[config.mk]
export PLATFORM = sky130hd
export DESIGN_NAME = store_rmw_unit_flat
export DESIGN_NICKNAME = d
export VERILOG_FILES = /design/src/rtl/store_rmw_if.sv /design/src/rtl/store_rmw_unit.sv /design/src/flat_wrapper.sv
export SDC_FILE = /design/constraint.sdc
export NUM_CORES = 1
export LEC_CHECK = 0
export CORE_MARGIN = 2
export CORE_UTILIZATION = 48
export CTS_CLUSTER_SIZE = 28
export DETAILED_ROUTE_END_ITERATION = 16
export GPL_TIMING_DRIVEN = 0
export PLACE_DENSITY = 0.85
export SYNTH_ARGS = -nofsm -noshare
export SYNTH_HDL_FRONTEND = slang
export SYNTH_SLANG_ARGS = --single-unit
[constraint.sdc]
create_clock -name clk_i -period 7.7 [get_ports clk_i]
set_input_delay 1.925 -clock clk_i [delete_from_list [all_inputs] [get_ports clk_i]]
set_output_delay 1.925 -clock clk_i [all_outputs]
set_load 0.005 [all_outputs]
[src/rtl/store_rmw_if.sv]
// -----------------------------------------------------------------------------
// store_rmw_if
// Bundles the request handshake and the data-memory port of store_rmw_unit.
//
// Handshake: a request transfers on a rising clock edge where req_valid_i and
// req_ready_o are both high. The requester holds req_valid_i and its payload
// stable until that edge. The unit may drop req_ready_o at any time.
//
// Signal names keep the unit-side _i/_o direction suffixes.
// Ports (unit side):
//   req_valid_i/req_ready_o/req_addr_i/req_data_i/req_opcode_i  store request
//   flush_i                                                     bypass invalidate
//   mem_addr_o/mem_rd_o/mem_rdata_i/mem_wr_o/mem_wdata_o        memory port
//   done_o/err_o/busy_o                                         status
// Modports: slave = the unit, master = requester + memory side.
// -----------------------------------------------------------------------------
interface store_rmw_if #(
    parameter int DW = 32,
    parameter int AW = 32
);
    localparam int OFS = $clog2(DW / 8);

    logic              req_valid_i;
    logic              req_ready_o;
    logic [AW-1:0]     req_addr_i;
    logic [DW-1:0]     req_data_i;
    logic [3:0]        req_opcode_i;
    logic              flush_i;
    logic [AW-OFS-1:0] mem_addr_o;
    logic              mem_rd_o;
    logic [DW-1:0]     mem_rdata_i;
    logic              mem_wr_o;
    logic [DW-1:0]     mem_wdata_o;
    logic              done_o;
    logic              err_o;
    logic              busy_o;

    modport slave (
        input  req_valid_i, req_addr_i, req_data_i, req_opcode_i, flush_i, mem_rdata_i,
        output req_ready_o, mem_addr_o, mem_rd_o, mem_wr_o, mem_wdata_o, done_o, err_o, busy_o
    );

    modport master (
        output req_valid_i, req_addr_i, req_data_i, req_opcode_i, flush_i, mem_rdata_i,
        input  req_ready_o, mem_addr_o, mem_rd_o, mem_wr_o, mem_wdata_o, done_o, err_o, busy_o
    );
endinterface

[src/rtl/store_rmw_unit.sv]
// -----------------------------------------------------------------------------
// store_rmw_unit
// Read-modify-write store sequencer. Takes byte/half/word(/double) stores at
// any byte address, reads the old memory word, merges the store bytes into the
// addressed lanes and writes the word back. Full-word stores skip the read.
// Misaligned or unsupported stores are rejected with an err_o pulse.
//
// Optional feature macro: STORE_BYPASS_EN
//   Defined: a one-entry buffer keeps the last written word; a partial store to
//   that word merges into it and skips READ/WAIT. flush_i invalidates it.
//   Undefined: every partial store reads memory; flush_i is ignored.
//
// Ports:
//   clk_i        clock (rising edge)
//   rst_i        synchronous active-high reset
//   bus          store_rmw_if.slave (request handshake + memory port + status)
//   state_dbg_o  current FSM state (IDLE=0 READ=1 WAIT=2 WRITE=3 ERR=4)
// -----------------------------------------------------------------------------
module store_rmw_unit #(
    parameter int DW = 32,
    parameter int AW = 32
) (
    input  logic              clk_i,
    input  logic              rst_i,
    store_rmw_if.slave        bus,
    output logic [2:0]        state_dbg_o
);
    localparam int WB  = DW / 8;
    localparam int OFS = $clog2(WB);
    localparam int WAW = AW - OFS;

    typedef enum logic [2:0] {
        S_IDLE  = 3'd0,
        S_READ  = 3'd1,
        S_WAIT  = 3'd2,
        S_WRITE = 3'd3,
        S_ERR   = 3'd4
    } state_e;

    state_e         state_q, state_d;
    logic [WAW-1:0] addr_q, addr_d;     // drives mem_addr_o
    logic [DW-1:0]  wdata_q, wdata_d;   // drives mem_wdata_o
    logic [DW-1:0]  data_q, data_d;     // latched store data
    logic [1:0]     size_q, size_d;     // log2 of store size in bytes
    logic [OFS-1:0] ofs_q, ofs_d;       // byte lane offset

    // Place the low (1<<lsz) bytes of st at lane ofs inside old_w.
    function automatic logic [DW-1:0] merge(input logic [DW-1:0]  old_w,
                                            input logic [DW-1:0]  st,
                                            input logic [1:0]     lsz,
                                            input logic [OFS-1:0] ofs);
        logic [DW-1:0] mask;
        logic [DW-1:0] shifted;
        int            nbytes;
        nbytes = 1 << lsz;
        mask   = '0;
        for (int i = 0; i < WB; i++) begin
            if (i >= int'(ofs) && i < int'(ofs) + nbytes) mask[8*i +: 8] = 8'hFF;
        end
        shifted = st << {ofs, 3'b000};
        return (old_w & ~mask) | (shifted & mask);
    endfunction

    // Request decode
    logic [3:0]     req_op;
    logic [OFS-1:0] req_ofs;
    logic [WAW-1:0] req_word;
    logic [3:0]     size_m1;
    logic           req_illegal;
    logic           req_full;
    logic           byp_hit;

    assign req_op   = bus.req_opcode_i;
    assign req_ofs  = bus.req_addr_i[OFS-1:0];
    assign req_word = bus.req_addr_i[AW-1:OFS];
    assign size_m1  = (4'd1 << req_op[1:0]) - 4'd1;
    // Alignment: the offset must have no bits set below the store size.
    assign req_illegal = (req_op > 4'd3) || (req_op == 4'd3 && DW == 32)
                       || ((4'(req_ofs) & size_m1) != 4'd0);
    assign req_full    = ((4'd1 << req_op[1:0]) == 4'(WB));

`ifdef STORE_BYPASS_EN
    logic           byp_valid_q, byp_valid_d;
    logic [WAW-1:0] byp_addr_q, byp_addr_d;
    logic [DW-1:0]  byp_data_q, byp_data_d;

    // A flush in the same cycle as the lookup forces a miss.
    assign byp_hit = byp_valid_q && !bus.flush_i && (byp_addr_q == req_word);

    always_comb begin
        byp_valid_d = byp_valid_q;
        byp_addr_d  = byp_addr_q;
        byp_data_d  = byp_data_q;
        if (state_q == S_WRITE) begin
            byp_valid_d = 1'b1;
            byp_addr_d  = addr_q;
            byp_data_d  = wdata_q;
        end
        if (bus.flush_i) byp_valid_d = 1'b0;
    end

    always_ff @(posedge clk_i) begin
        if (rst_i) begin
            byp_valid_q <= 1'b0;
            byp_addr_q  <= '0;
            byp_data_q  <= '0;
        end else begin
            byp_valid_q <= byp_valid_d;
            byp_addr_q  <= byp_addr_d;
            byp_data_q  <= byp_data_d;
        end
    end
`else
    logic unused_flush;
    assign unused_flush = bus.flush_i;
    assign byp_hit      = 1'b0;
`endif

    always_comb begin
        state_d = state_q;
        addr_d  = addr_q;
        wdata_d = wdata_q;
        data_d  = data_q;
        size_d  = size_q;
        ofs_d   = ofs_q;
        unique case (state_q)
            S_IDLE: begin
                if (bus.req_valid_i) begin
                    if (req_illegal) begin
                        // Rejected requests leave the memory-side registers alone.
                        state_d = S_ERR;
                    end else begin
                        addr_d = req_word;
                        data_d = bus.req_data_i;
                        size_d = req_op[1:0];
                        ofs_d  = req_ofs;
                        if (req_full) begin
                            wdata_d = bus.req_data_i;
                            state_d = S_WRITE;
                        end else if (byp_hit) begin
`ifdef STORE_BYPASS_EN
                            wdata_d = merge(byp_data_q, bus.req_data_i, req_op[1:0], req_ofs);
`endif
                            state_d = S_WRITE;
                        end else begin
                            state_d = S_READ;
                        end
                    end
                end
            end
            S_READ:  state_d = S_WAIT;
            S_WAIT: begin
                wdata_d = merge(bus.mem_rdata_i, data_q, size_q, ofs_q);
                state_d = S_WRITE;
            end
            S_WRITE: state_d = S_IDLE;
            S_ERR:   state_d = S_IDLE;
            default: state_d = S_IDLE;
        endcase
    end

    always_ff @(posedge clk_i) begin
        if (rst_i) begin
            state_q <= S_IDLE;
            addr_q  <= '0;
            wdata_q <= '0;
            data_q  <= '0;
            size_q  <= '0;
            ofs_q   <= '0;
        end else begin
            state_q <= state_d;
            addr_q  <= addr_d;
            wdata_q <= wdata_d;
            data_q  <= data_d;
            size_q  <= size_d;
            ofs_q   <= ofs_d;
        end
    end

    // Strobes are masked by rst_i so an aborted operation never reaches memory.
    assign bus.req_ready_o = (state_q == S_IDLE)  && !rst_i;
    assign bus.mem_rd_o    = (state_q == S_READ)  && !rst_i;
    assign bus.mem_wr_o    = (state_q == S_WRITE) && !rst_i;
    assign bus.done_o      = (state_q == S_WRITE) && !rst_i;
    assign bus.err_o       = (state_q == S_ERR)   && !rst_i;
    assign bus.busy_o      = (state_q != S_IDLE);
    assign bus.mem_addr_o  = addr_q;
    assign bus.mem_wdata_o = wdata_q;
    assign state_dbg_o     = state_q;
endmodule

[src/flat_wrapper.sv]
// flat-port wrapper written by rule: the top's interface ports become plain ports
module store_rmw_unit_flat 
#(
    parameter int DW = 32,
    parameter int AW = 32
)
  (clk_i, rst_i, state_dbg_o, bus_req_valid_i, bus_req_addr_i, bus_req_data_i, bus_req_opcode_i, bus_flush_i, bus_mem_rdata_i, bus_req_ready_o, bus_mem_addr_o, bus_mem_rd_o, bus_mem_wr_o, bus_mem_wdata_o, bus_done_o, bus_err_o, bus_busy_o);
  store_rmw_if #(.DW(DW), .AW(AW)) bus_i ();
  input  logic clk_i;
  input  logic rst_i;
  output logic [2:0] state_dbg_o;
  input wire logic [$bits(bus_i.req_valid_i)-1:0] bus_req_valid_i;
  input wire logic [$bits(bus_i.req_addr_i)-1:0] bus_req_addr_i;
  input wire logic [$bits(bus_i.req_data_i)-1:0] bus_req_data_i;
  input wire logic [$bits(bus_i.req_opcode_i)-1:0] bus_req_opcode_i;
  input wire logic [$bits(bus_i.flush_i)-1:0] bus_flush_i;
  input wire logic [$bits(bus_i.mem_rdata_i)-1:0] bus_mem_rdata_i;
  output wire logic [$bits(bus_i.req_ready_o)-1:0] bus_req_ready_o;
  output wire logic [$bits(bus_i.mem_addr_o)-1:0] bus_mem_addr_o;
  output wire logic [$bits(bus_i.mem_rd_o)-1:0] bus_mem_rd_o;
  output wire logic [$bits(bus_i.mem_wr_o)-1:0] bus_mem_wr_o;
  output wire logic [$bits(bus_i.mem_wdata_o)-1:0] bus_mem_wdata_o;
  output wire logic [$bits(bus_i.done_o)-1:0] bus_done_o;
  output wire logic [$bits(bus_i.err_o)-1:0] bus_err_o;
  output wire logic [$bits(bus_i.busy_o)-1:0] bus_busy_o;
  assign bus_i.req_valid_i = bus_req_valid_i;
  assign bus_i.req_addr_i = bus_req_addr_i;
  assign bus_i.req_data_i = bus_req_data_i;
  assign bus_i.req_opcode_i = bus_req_opcode_i;
  assign bus_i.flush_i = bus_flush_i;
  assign bus_i.mem_rdata_i = bus_mem_rdata_i;
  assign bus_req_ready_o = bus_i.req_ready_o;
  assign bus_mem_addr_o = bus_i.mem_addr_o;
  assign bus_mem_rd_o = bus_i.mem_rd_o;
  assign bus_mem_wr_o = bus_i.mem_wr_o;
  assign bus_mem_wdata_o = bus_i.mem_wdata_o;
  assign bus_done_o = bus_i.done_o;
  assign bus_err_o = bus_i.err_o;
  assign bus_busy_o = bus_i.busy_o;
  store_rmw_unit #(.DW(DW), .AW(AW)) u_core (.clk_i(clk_i), .rst_i(rst_i), .bus(bus_i), .state_dbg_o(state_dbg_o));
endmodule
**Word-level counts from Yosys, hierarchy flattened**

Cells that the tools add are included.

- Register bits after elaboration: 101
- Bits of input ports: 104
- Output and inout port bits: 71
- Word-level logic and storage cells: 66

- Add/subtract/negate cells: 2
- Order comparisons: 8
- Eq/ne operators: 9
- Shift operators: 3
- Muxes and demuxes: 16
- Bitwise gates (word level): 6
- Reductions and logical operators: 16

Operator list:

| kind | count |
|---|---|
| 2-to-1 mux 32 bit | 3 |
| AND 32 bit | 2 |
| < comparator 3 x 32 -> 1 bit, first input constant | 2 |
| 2-to-1 mux 8 bit | 8 |
| case mux 32 bit (2 select lines) | 1 |
| adder 3 x 32 -> 32 bit | 1 |
| < comparator 1 x 32 -> 1 bit, first input constant | 1 |
| < comparator 2 x 32 -> 1 bit, first input constant | 1 |
| NOT 32 bit | 1 |
| OR 32 bit | 1 |
| << shifter 1 x 2 -> 32 bit, first input constant | 1 |
| << shifter 32 x 5 -> 32 bit | 1 |
| case mux 3 bit (3 select lines) | 1 |
| logical AND 1 bit | 7 |
| == test 3 x 2 -> 1 bit, second input constant | 2 |
| 2-to-1 mux 3 bit | 2 |
| AND 2 x 4 -> 4 bit | 1 |
| == test 4 x 2 -> 1 bit, second input constant | 1 |
| == test 4 x 3 -> 1 bit, second input constant | 1 |
| >= comparator 1 x 2 -> 1 bit, first input constant | 2 |
| > comparator 4 x 2 -> 1 bit, second input constant | 1 |
| != test 2 bit, second input constant | 2 |
| AND reduction 4 bit | 1 |
| nonzero test 4 bit | 1 |
| 14 further kinds | 15 |

**Longest topological paths before layout**

- Depth after elaboration: 10
- Mapped depth: 9
- Mapped depth without buffers: 8

**Worst setup path after synthesis**

OpenSTA, ideal clock, no wires.

- Path kind: in2out
- From: in rst_i
- To: out bus_mem_wr_o
- Data arrival time: 3.099 ns
- Required time: 5.775 ns
- Setup slack: 2.676 ns
- Stages: 5
- Path buffers: 4
- Cells stage by stage: clkbuf_1 buf_1 clkbuf_1 nor3_1 buf_4

- Word-level cells in the longest chain between the ends: 2

RTL lines:

| what | line | source |
|---|---|---|
| from (decl) | flat_wrapper.sv:10 | `input logic rst_i;` |
| logical NOT 1 bit | -- |  |
| logical AND 1 bit | -- |  |
| to (decl) | flat_wrapper.sv:21 | `output wire logic [$bits(bus_i.mem_wr_o)-1:0] bus_mem_wr_o;` |

No other way between the ends.

**Worst setup path after layout**

- From: in rst_i
- To: out bus_mem_wr_o

- Word-level cells in the longest chain between the ends: 2

RTL lines:

| what | line | source |
|---|---|---|
| logical NOT 1 bit | store_rmw_unit.sv:183 | `assign bus.mem_wr_o = (state_q == S_WRITE) && !rst_i;` |
| logical AND 1 bit | store_rmw_unit.sv:183 |  |

No other way between the ends.

==> impl_metrics.ini <==
[clocking]
cts_buffers = 9
htreeDepth = 3
cts_tree = yes
cts_setup_buffers = 0
path_clk_slew_ns = 0.10
worstSkewPairLatency_ns = 0.38
cts_resized = 0
ctsHoldBuffers = 0
clockRootBuffer = clkbuf_8
cts.sink_count = 101
clock_path_buffers = 2

[die]
die_x_um = 103.7
die_y_um = 103.7
num_io_pins = 175
die_area_mm2 = 0.01074
rows = 36
start_util = 0.4922
core_area_mm2 = 0.009684

[route]
drc_errors = 0
avgViaCountPerCell = 5.682
drtPass1Iterations = 5
dr_total_vias = 4938
drt.antenna.violating_nets = 0
initialDrtViolationCount = 385
wl_per_cell_um = 19.02
wirelength_um = 16530

[timing]
setup_violations = 0
hold_slack_ns = 0.4562
rsz0062_at_grt = no
timing.fmax_mhz = 166.6
tightest_slew_ns = 1.294
hold_viol = 0
slew-limit-headroom = 0.1127
fin_tns_setup_ns = 0
period_minus_slack_ns = 6.003
finalCritPeriodShare = 0.7796
skew_ns = 0.006121
drv_slew = 0

[grt]
antenna_found_initial = 0
grt_pass1_vias = 4934
globalRouteTotalUtil = 0.3043
grt_max_degree = 17
grt_pass1_wl_um = 26050
overflow = 0

[worst_hold_path]
hold_path.startpoint = u_core.bus.mem_addr_o[7]$_SDFFE_PP0P_
hold_path_depth = 2
min_to = u_core.bus.mem_addr_o[7]$_SDFFE_PP0P_
hold_class = reg2reg

[placement]
place_hpwl_um = 12450
io_buffers = 172
place_inst = 854
gp_congestion = 0.9551

[synth]
ys_types = 43
async_flop_share = 0
yosys_register_bits = 101
yosysWarnings = 0
synth_area_mm2 = 0.004767
ys_seq_area_frac = 0.4241
synthCells = 549
ys.flop_type = dfxtp_1
postSynthAreaPerCell_um2 = 8.683
synth-edff-count = 0
synth_nets = 656

[worst_setup_path]
worst-path-buf-inv = 5
setup.worst_path.start_class = input pin
r2r-end = u_core.bus.mem_wdata_o[18]$_SDFFE_PP0P_
critPathMaxStageDelay_ns = 0.61
reg2reg_from = u_core.ofs_q[1]$_SDFFE_PP0P_
worst-path-max-fanout = 10
slowest_stage = buf_1
reg2reg_depth = 7
arrival_ns = 4.08
cp-end-kind = primary output
path_class = in2out
crit_chain = clkbuf_1 > buf_1 > clkbuf_1 > nor3_1 > buf_4 > clkdlybuf4s50_1
rrSetupSlack_ns = 4.14
crit_family = buffers and inverters
critPathRequiredTime_ns = 5.78
cp_common_cell = clkbuf_1

[cells_and_area]
nets = 839
antenna_cells = 0
area_growth_pct = 44.04
final_cells = 869
n_fill_cell = 772
drive_above_1_share = 0.07609

[outcome]
status = finished, final reports clean

[power]
pwr_density_cell_mw_per_mm2 = 158.1
irDropWorstVdd_v = 0.0001058
p_leak_nw = 2.246

[job]
max_cap_viol_count = 0
## layout make-up
class / count / area, um^2 / area share
tap: 133 / 166.4 / 0.02423
multi-input combinational: 394 / 2507 / 0.3652
sequential: 101 / 2022 / 0.2945
clock buffer: 10 / 127.6 / 0.01859
inverter: 5 / 18.77 / 0.002733
clock inverter: 5 / 83.83 / 0.01221
buffer: 49 / 219.0 / 0.03189
timing repair buffer: 172 / 1722 / 0.2507
## worst reg2reg max path, delay by kind of cell, from the launching register on
kind	cells	cell delay, ns
fa+ha+maj	1	0.74
simple gates	1	0.10
buf+inv	2	0.67
flops	1	0.53
compound gates	3	1.43
## cell usage in the layout (no fill, tap or decap), types with 2 or more instances in the layout
cell type,count
a2111oi_2,9
a211oi_1,16
a21oi_1,67
a22oi_1,8
a2bb2oi_1,8
a311oi_1,8
and3_1,3
buf_1,11
buf_2,10
buf_4,4
bufinv_16,2
clkbuf_1,24
clkbuf_8,9
clkdlybuf4s50_1,172
clkinvlp_4,2
dfxtp_1,101
ha_1,2
inv_1,4
mux2_2,8
mux2i_1,32
mux4_2,8
nand2_1,148
nand2b_1,3
nor2_1,15
nor2b_1,9
nor3_1,12
nor3b_1,2
nor4b_1,4
o22ai_1,8
o31a_1,2
o32ai_1,8
## how the worst max path moves through the flow
stage | startpoint | to | slack, ns | cells after the start
after global routing | rst_i | bus_mem_wr_o | 1.60 | 6
after CTS | rst_i | bus_mem_wr_o | 1.71 | 6
final | rst_i | bus_mem_wr_o | 1.70 | 6
after detailed placement | rst_i | bus_mem_wr_o | 1.73 | 6
after global placement | rst_i | bus_mem_wr_o | 1.75 | 6
after floorplan | rst_i | bus_mem_wr_o | 2.68 | 5
## cells by family (layout without fill, tap and decap cells)
family / Yosys count / in the layout / share of synthesized area
AO/OA/AOI/OAI: 143 / 143 / 0.2160
adder cells (fa/ha/maj): 3 / 3 / 0.009448
buffers and inverters: 54 / 241 / 0.04987
flip-flops: 101 / 101 / 0.4241
multiplexers: 48 / 48 / 0.1239
AND/OR/NAND/NOR: 200 / 200 / 0.1766
## sequential cells by signal, indices dropped and copies added (netlist names)
register,cells
u_core.bus.mem_wdata_o,32
u_core.data_q,32
u_core.state_dbg_o,3
u_core.bus.mem_addr_o,30
u_core.ofs_q,2
u_core.size_q,2
## Yosys cell counts (9+ instances only)
cell type | number | area [um^2]
a2111oi_2 | 9 | 135.1
mux2i_1 | 32 | 320.3
a211oi_1 | 16 | 120.1
buf_2 | 10 | 50.05
nor2_1 | 15 | 56.30
clkbuf_1 | 23 | 86.33
a21oi_1 | 67 | 335.3
nor3_1 | 12 | 60.06
buf_1 | 11 | 41.29
dfxtp_1 | 101 | 2022
nor2b_1 | 9 | 56.30
nand2_1 | 148 | 555.5
## stage by stage
stage / total power [mW] / instance area, um^2 / util / setup slack, ns
detailed placement: 0.7223 / 6655 / 0.6872 / 1.726
CTS: 1.083 / 6867 / 0.7090 / 1.708
global route: 1.116 / 6867 / 0.7090 / 1.603
floorplan: 0.6192 / 4767 / - / 2.676
global placement: 0.7183 / 6655 / 0.6872 / 1.745
finish: 1.086 / 6867 / 0.7090 / 1.697
## per-layer routing
layer / wire length, um / track usage
met1: 6372 / 0.3641
met2: 7841 / 0.5166
met3: 1849 / 0.08622
met4: 467 / 0.1216
met5: 0 / 0
## report_power, final
part	switching, mW	total [mW]	internal (mW)
clock	0.190	0.373	0.183
sequential	0.0107	0.547	0.537
combinational	0.0713	0.165	0.0941
total	0.272	1.09	0.814
Power figures use the tool's default switching activity.
